$ cat src/rtl/multicycle_cu.sv
// Multicycle RISC-V style control unit.
// An 11-state Moore FSM sequences fetch, decode, memory, ALU, branch and jal
// steps. The state and a retired-instruction counter are registered. Control
// outputs are decoded from the current state and, in FETCH and BRANCH, from
// the memory handshake or the branch flags.
module multicycle_cu #(
  parameter int EXT_BRANCH = 0,
  parameter int MEM_WAIT   = 1,
  parameter int CNT_W      = 32
) (
  input  logic             clk,
  input  logic             rst_n,
  input  logic [6:0]       op,
  input  logic [2:0]       funct3,
  input  logic             funct7b5,
  input  logic             Zero,
  input  logic             Lt,
  input  logic             mem_ready,
  output logic             PCWrite,
  output logic             AdrSrc,
  output logic             MemWrite,
  output logic             IRWrite,
  output logic             RegWrite,
  output logic             illegal_op,
  output logic [1:0]       ResultSrc,
  output logic [1:0]       ALUSrcA,
  output logic [1:0]       ALUSrcB,
  output logic [1:0]       ImmSrc,
  output logic [2:0]       ALUControl,
  output logic [3:0]       state,
  output logic [CNT_W-1:0] instret
);

  typedef enum logic [3:0] {
    FETCH    = 4'd0,
    DECODE   = 4'd1,
    MEMADR   = 4'd2,
    MEMREAD  = 4'd3,
    MEMWB    = 4'd4,
    MEMWRITE = 4'd5,
    EXECR    = 4'd6,
    EXECI    = 4'd7,
    ALUWB    = 4'd8,
    BRANCH   = 4'd9,
    JAL      = 4'd10
  } state_t;

  localparam logic [6:0] OP_LOAD   = 7'b0000011;
  localparam logic [6:0] OP_STORE  = 7'b0100011;
  localparam logic [6:0] OP_RTYPE  = 7'b0110011;
  localparam logic [6:0] OP_ITYPE  = 7'b0010011;
  localparam logic [6:0] OP_BRANCH = 7'b1100011;
  localparam logic [6:0] OP_JAL    = 7'b1101111;

  state_t     state_q;
  state_t     state_next;
  logic       mem_ok;
  logic       taken;
  logic       retire;
  logic [1:0] alu_op;
  logic [CNT_W-1:0] instret_q;

  // Branch condition; the extended compares only exist when enabled.
  function automatic logic branch_taken(input logic [2:0] f3, input logic z,
                                        input logic lt);
    logic t;
    t = 1'b0;
    case (f3)
      3'b000:  t = z;
      3'b001:  t = (EXT_BRANCH != 0) && !z;
      3'b100:  t = (EXT_BRANCH != 0) && lt;
      3'b101:  t = (EXT_BRANCH != 0) && !lt;
      default: t = 1'b0;
    endcase
    return t;
  endfunction

  // ALU operation select from the coarse ALUOp and the instruction fields.
  function automatic logic [2:0] alu_decode(input logic [1:0] aop,
                                            input logic [2:0] f3,
                                            input logic op5,
                                            input logic f7b5);
    logic [2:0] c;
    c = 3'b000;
    case (aop)
      2'b00: c = 3'b000;
      2'b01: c = 3'b001;
      2'b10: begin
        case (f3)
          3'b000:  c = (op5 && f7b5) ? 3'b001 : 3'b000;
          3'b010:  c = 3'b101;
          3'b110:  c = 3'b011;
          3'b111:  c = 3'b010;
          default: c = 3'b000;
        endcase
      end
      default: c = 3'b000;
    endcase
    return c;
  endfunction

  // Immediate format select, purely a function of the opcode.
  function automatic logic [1:0] imm_decode(input logic [6:0] o);
    logic [1:0] s;
    case (o)
      OP_STORE:  s = 2'b01;
      OP_BRANCH: s = 2'b10;
      OP_JAL:    s = 2'b11;
      default:   s = 2'b00;
    endcase
    return s;
  endfunction

  // Without memory wait states every access completes in one cycle.
  assign mem_ok = (MEM_WAIT == 0) ? 1'b1 : mem_ready;
  assign taken  = branch_taken(funct3, Zero, Lt);

  // Next-state selection.
  always_comb begin
    state_next = FETCH;
    case (state_q)
      FETCH:    state_next = mem_ok ? DECODE : FETCH;
      DECODE: begin
        case (op)
          OP_LOAD, OP_STORE: state_next = MEMADR;
          OP_RTYPE:          state_next = EXECR;
          OP_ITYPE:          state_next = EXECI;
          OP_BRANCH:         state_next = BRANCH;
          OP_JAL:            state_next = JAL;
          default:           state_next = FETCH;
        endcase
      end
      MEMADR:   state_next = op[5] ? MEMWRITE : MEMREAD;
      MEMREAD:  state_next = mem_ok ? MEMWB : MEMREAD;
      MEMWB:    state_next = FETCH;
      MEMWRITE: state_next = mem_ok ? FETCH : MEMWRITE;
      EXECR:    state_next = ALUWB;
      EXECI:    state_next = ALUWB;
      ALUWB:    state_next = FETCH;
      BRANCH:   state_next = FETCH;
      JAL:      state_next = ALUWB;
      default:  state_next = FETCH;
    endcase
  end

  // An instruction retires when its final state hands back to FETCH.
  assign retire = (state_next == FETCH) &&
                  ((state_q == MEMWB) || (state_q == MEMWRITE) ||
                   (state_q == ALUWB) || (state_q == BRANCH));

  // State register and retired-instruction counter.
  always_ff @(posedge clk) begin
    if (!rst_n) begin
      state_q   <= FETCH;
      instret_q <= '0;
    end else begin
      state_q <= state_next;
      if (retire) instret_q <= instret_q + CNT_W'(1);
    end
  end

  // Moore control decode; strobes are held low while reset is asserted.
  always_comb begin
    PCWrite    = 1'b0;
    AdrSrc     = 1'b0;
    MemWrite   = 1'b0;
    IRWrite    = 1'b0;
    RegWrite   = 1'b0;
    illegal_op = 1'b0;
    ResultSrc  = 2'b00;
    ALUSrcA    = 2'b00;
    ALUSrcB    = 2'b00;
    alu_op     = 2'b00;
    case (state_q)
      FETCH: begin
        ALUSrcB   = 2'b10;
        ResultSrc = 2'b10;
        IRWrite   = mem_ok;
        PCWrite   = mem_ok;
      end
      DECODE: begin
        ALUSrcA    = 2'b01;
        ALUSrcB    = 2'b01;
        illegal_op = !(op inside {OP_LOAD, OP_STORE, OP_RTYPE, OP_ITYPE,
                                  OP_BRANCH, OP_JAL});
      end
      MEMADR: begin
        ALUSrcA = 2'b10;
        ALUSrcB = 2'b01;
      end
      MEMREAD: AdrSrc = 1'b1;
      MEMWB: begin
        ResultSrc = 2'b01;
        RegWrite  = 1'b1;
      end
      MEMWRITE: begin
        AdrSrc   = 1'b1;
        MemWrite = 1'b1;
      end
      EXECR: begin
        ALUSrcA = 2'b10;
        alu_op  = 2'b10;
      end
      EXECI: begin
        ALUSrcA = 2'b10;
        ALUSrcB = 2'b01;
        alu_op  = 2'b10;
      end
      ALUWB: RegWrite = 1'b1;
      BRANCH: begin
        ALUSrcA = 2'b10;
        alu_op  = 2'b01;
        PCWrite = taken;
      end
      JAL: begin
        ALUSrcA = 2'b01;
        ALUSrcB = 2'b10;
        PCWrite = 1'b1;
      end
      default: ;
    endcase
    if (!rst_n) begin
      PCWrite    = 1'b0;
      IRWrite    = 1'b0;
      MemWrite   = 1'b0;
      RegWrite   = 1'b0;
      illegal_op = 1'b0;
    end
  end

  assign ALUControl = alu_decode(alu_op, funct3, op[5], funct7b5);
  assign ImmSrc     = imm_decode(op);
  assign state      = state_q;
  assign instret    = instret_q;

endmodule

$ cat config.mk
export PLATFORM = sky130hd
export DESIGN_NAME = multicycle_cu
export DESIGN_NICKNAME = d
export VERILOG_FILES = /design/src/rtl/multicycle_cu.sv
export SDC_FILE = /design/constraint.sdc
export NUM_CORES = 1
export LEC_CHECK = 0
export CAP_MARGIN = 20
export CORE_MARGIN = 1
export CORE_UTILIZATION = 25
export CTS_CLUSTER_SIZE = 20
export DETAILED_ROUTE_END_ITERATION = 12
export GPL_TIMING_DRIVEN = 1
export SYNTH_ARGS = -nofsm -noshare
export SYNTH_HDL_FRONTEND = slang
export SYNTH_SLANG_ARGS = --single-unit
$ cat constraint.sdc
create_clock -name clk -period 3.7 [get_ports clk]
set_input_delay 0.74 -clock clk [delete_from_list [all_inputs] [get_ports clk]]
set_output_delay 0.74 -clock clk [all_outputs]
set_load 0.005 [all_outputs]
=== After elaboration in Yosys (flattened, before gate mapping) ===
Cells that the tools add are included.

* Eq/ne operators: 21
* Mux-type cells: 26
* $add $sub $neg: 1
* Reductions and logical operators: 19

{| class="wikitable"
|+ Operator list
! cell !! number
|-
| adder 32 x 1 -> 32 bit (second input constant) || 1
|-
| one-hot mux 4 bit (6 select lines) || 1
|-
| one-hot mux 4 bit (5 select lines) || 1
|-
| equality test 4 x 3 -> 1 bit (second input constant) || 4
|-
| one-hot mux 2 bit (2 select lines) || 4
|-
| equality test 7 x 6 -> 1 bit (second input constant) || 2
|-
| equality test 7 bit (second input constant) || 2
|-
| 2-to-1 mux 1 bit || 13
|-
| equality test 4 bit (second input constant) || 3
|-
| one-hot mux 3 bit (4 select lines) || 1
|-
| OR reduction 2 bit || 6
|-
| 2-to-1 mux 3 bit || 3
|-
| equality test 4 x 2 -> 1 bit (second input constant) || 2
|-
| zero test 4 bit || 2
|-
| equality test 7 x 2 -> 1 bit (second input constant) || 1
|-
| equality test 7 x 5 -> 1 bit (second input constant) || 1
|-
| equality test 3 bit (second input constant) || 2
|-
| one-hot mux 2 bit (3 select lines) || 1
|-
| one-hot mux 3 bit (2 select lines) || 1
|-
| nonzero test 6 bit || 1
|-
| OR reduction 3 bit || 2
|-
| equality test 4 x 1 -> 1 bit (second input constant) || 1
|-
| OR reduction 4 bit || 1
|-
| equality test 3 x 2 -> 1 bit (second input constant) || 1
|-
| 7 further kinds || 10
|}

* Bits in registers: 36
* Logic and storage cells: 69

=== Longest topological paths before layout ===
Gate-level depths: netlist of run 1.

* Depth in word-level cells: 6
* Gate-level depth with buffers: 9

=== Worst setup path before layout of run 1 ===
Ideal clock, no wire load.

* Path kind: register to output
* Start point: reg state_q[2] (netlist: state[2])
* End point: out ALUControl[2]
* Path slack: 1.269 ns
* Arrival: 1.691 ns
* Cell stages (with the launch flop): 8
* Required time: 2.960 ns
* Path through: dfxtp_1 buf_2 clkbuf_1 nand2b_1 nor2_1 nand2_1 ha_1 nor4_1

* Cells in the longest elaborated chain, start to end: 5
* Elaborated cells between the ends (all ways): 8

{| class="wikitable"
|+ Ends and longest elaborated chain
! element !! line !! RTL
|-
| from (decl) || 55 || <nowiki>state_t state_q;</nowiki>
|-
| from (signal assigned) || 157 || <nowiki>state_q <= state_next;</nowiki>
|-
| equality test 4 x 3 -> 1 bit || 174 || <nowiki>case (state_q)</nowiki>
|-
| OR reduction 2 bit (no line) || -- ||
|-
| one-hot mux 2 bit (2 select lines) (*) || 174 ||
|-
| equality test 2 bit / equality test 2 x 1 -> 1 bit (equally long branches) || 85 || <nowiki>case (aop)</nowiki>
|-
| one-hot mux 3 bit (2 select lines) (*) || 85 ||
|-
| to (decl) || 29 || <nowiki>output logic [2:0] ALUControl,</nowiki>
|}

Mark *: on every way between the ends. The rest lies on a longest branch, timed or not.

=== Worst setup path in the final report of run 1 ===
* Start point: in rst_n
* End point: out PCWrite

* Cells in the longest elaborated chain, start to end: 1

{| class="wikitable"
|+ Ends and longest elaborated chain
! element !! line !! RTL
|-
| from (decl) || 12 || <nowiki>input logic rst_n,</nowiki>
|-
| 2-to-1 mux 1 bit || 222 || <nowiki>if (!rst_n) begin</nowiki>
|-
| to (decl) || 19 || <nowiki>output logic PCWrite,</nowiki>
|}

No other way between the ends.

==> results of run 1 <==
==> kinds of logic (layout without fill, tap and decap cells) <==
group                    after synthesis  count (layout)  share of synthesized area, %
AO/OA/AOI/OAI                         26              26                          7.30
XOR/XNOR                               8               8                          2.76
adder cells (fa/ha/maj)                3               3                          1.48
buffers and inverters                 27              88                          6.11
flip-flops                            36              36                          28.4
multiplexers                          25              25                          10.1
AND/OR/NAND/NOR                      182             182                          43.9
==> stage by stage <==
step	utilization (%)	std cells	hold slack, ns	worst slack (ns)
2_1_floorplan	-	307	0.459	1.27
3_3_place_gp	33.4	493	0.458	0.376
3_5_place_dp	33.4	493	0.460	0.353
4_1_cts	34.4	501	0.476	0.353
5_1_grt	34.4	501	0.492	0.212
6_report	34.4	501	0.475	0.364
==> where the power goes <==
| group | internal (mW) | switching, mW | total [mW] | leakage, nW |
|---|---|---|---|---|
| Clock | 0.149 | 0.151 | 0.300 | 0.0510 |
| Sequential | 0.388 | 0.000809 | 0.389 | 0.290 |
| Combinational | 0.0400 | 0.0476 | 0.0876 | 0.711 |
==> layer usage <==
metal | vias up | GRT usage (%) | part of all wire, % | wire length [microns]
met4 | 0 | 3.90 | 1.4 | 94
met5 | - | 0 | 0 | 0
met2 | 55 | 21.5 | 48 | 3140
met3 | 7 | 2.37 | 4.2 | 272
li1 | 1220 | - | - | -
met1 | 1121 | 14.9 | 46 | 3010
==> worst max-delay path, stage by stage <==
cell and delay [ns]:
clkdlybuf4s50_1 0.51, inv_1 0.07, or3_1 0.33, nor3_1 0.25, o21bai_1 0.17, clkdlybuf4s50_1 0.52
==> sequential cells by signal, summed over array words and instances (netlist names) <==
register	count
instret	32
state	4
==> how the worst min path moves through the flow <==
stage                      startpoint          end  slack [ns]
after floorplan           instret[31]  instret[31]        0.46
after detailed placement  instret[31]  instret[31]        0.46
after global routing      instret[31]  instret[31]        0.49
after CTS                 instret[31]  instret[31]        0.48
final                     instret[31]  instret[31]        0.48
after global placement    instret[31]  instret[31]        0.46
==> area by class of cell <==
class                   count  area (sq um)  share of cell area [%]
clock buffers               6          82.6                    2.45
clock inverters             2          10.0                   0.297
inverters                   9          33.8                    1.00
multi-input cells         244          1660                    49.2
flip-flops and latches     36           721                    21.3
well taps                 133           166                    4.93
repair buffers             71           701                    20.8
==> layout by cell type (no fill, tap or decap), types with 4 or more instances in the layout <==
| cell type | count |
|---|---|
| a21oi_1 | 9 |
| or4_1 | 4 |
| nor4_2 | 20 |
| nor3b_1 | 4 |
| nor2_1 | 26 |
| dfxtp_1 | 36 |
| nor4_1 | 5 |
| inv_1 | 9 |
| nand3_1 | 14 |
| nor3_1 | 7 |
| clkdlybuf4s50_1 | 67 |
| mux2i_1 | 24 |
| o31ai_1 | 4 |
| nand4_1 | 9 |
| nand2b_1 | 25 |
| nand2_1 | 42 |
| xor2_1 | 5 |
| and3_1 | 4 |
| buf_4 | 4 |
| clkbuf_8 | 6 |
==> metrics.csv, run 1 <==
metric,value,unit
drcViolationCount,0,
hold_depth,2,
worst_pin_slew,0.703,ns
r2r_start,state[3],
setup_viol,0,
synth-async-reset-ratio,0,%
dr.pass1.iters,4,
cts_buffers,5,
wire_per_inst,13.0,microns
post_cts_resized,0,
end_kind,output pin,
path_max_fanout,2,
startpoint_type,primary input,
ff2ff_path_depth,5,
final_antenna_net_count,0,
crit_arrival,2.60,ns
dr_total_vias,2403,
area_delta_synth_final,33.0,%
post_cts_buffers,0,
io_buffer_count,67,
min_period_over_period,90.2,%
report.power.total,0.777,mW
drive_above_1_share,10.1,%
antenna_found_initial,0,
fmaxAchievable,300,MHz
yosys-top-cells-count,"42 x nand2_1, 36 x dfxtp_1, 26 x nor2_1",
synth_edf_count,0,
hold_viol_final,0,
p_per_area,230,mW/mm^2
clk_latency,0.29,ns
drt-initial-drc-count,90,
drt-total-wl,6520,microns
yosysTopAreaCell,dfxtp_1,
cts-root-buf,clkbuf_8,
final_max_slew_viol_count,0,
critical_path.startpoint,rst_n,
clockBufferDepth,2,
r2r_slack,1.23,ns
critical_path_class,in2out,
leakage,1.05,nW
synthCells,307,
rsz0062_at_grt,false,
coreArea,0.00982,sq mm
irDropWorstVdd,0.116,mV
clock-sinks,36,
place_area,0.00328,sq mm
synth-seq-area-share,28.4,%
viasPerCell,4.80,
grt_pass1_vias,2165,
status,"finished, final reports clean",
dp_hpwl,4600,microns
htree_levels,2,
die_w,103,microns
syn_area,0.00254,sq mm
hold_buffers,0,
grt_max_degree,53,
start_util,25.8,%
n_antenna_cell,0,
die_h,103,microns
period_needed,3.34,ns
clk_pin_slew,0.08,ns
die_area,0.0106,sq mm
fin_area,0.00338,sq mm
synth_area_leaders,"dfxtp_1 28%, nor4_2 9.9%, mux2i_1 9.5%",
synth.yosys.warnings,0,
grt_pass1_wl,10100,microns
overflow,0,
crit_required,2.96,ns
worstSetupEndpoint,PCWrite,
drv_cap,0,
fin_skew,0.00831,ns
cts_tree,done,
synth_cell_types,49,
pin_count,69,
num-fill-cells,1044,
hp-class,reg2reg,
nets,386,
setup_tns,0,ns
syn-num-nets,326,
synth-main-ff-cell,dfxtp_1,
grt_use_total,12.2,%
reg2reg_to,instret[23],
gp_congestion,0.735,
yosysMostFrequentCell,nand2_1,
slew_headroom,53.0,%
synth-seq-cells,36,
synth.top_cell.area_share,28.4,%
synth_area_per_cell,8.27,sq um
rows,36,
Power figures use the tool's default switching activity.
==> inputs of run 2 (changes only) <==
--- a/config.mk
+++ b/config.mk
@@ -11,6 +11,7 @@
 export CTS_CLUSTER_SIZE = 20
 export DETAILED_ROUTE_END_ITERATION = 12
 export GPL_TIMING_DRIVEN = 1
+export HOLD_SLACK_MARGIN = 0.15
 export SYNTH_ARGS = -nofsm -noshare
 export SYNTH_HDL_FRONTEND = slang
 export SYNTH_SLANG_ARGS = --single-unit
==> results of run 2 <==
No change in the layout: final DEF, timing and power equal those of run 1.
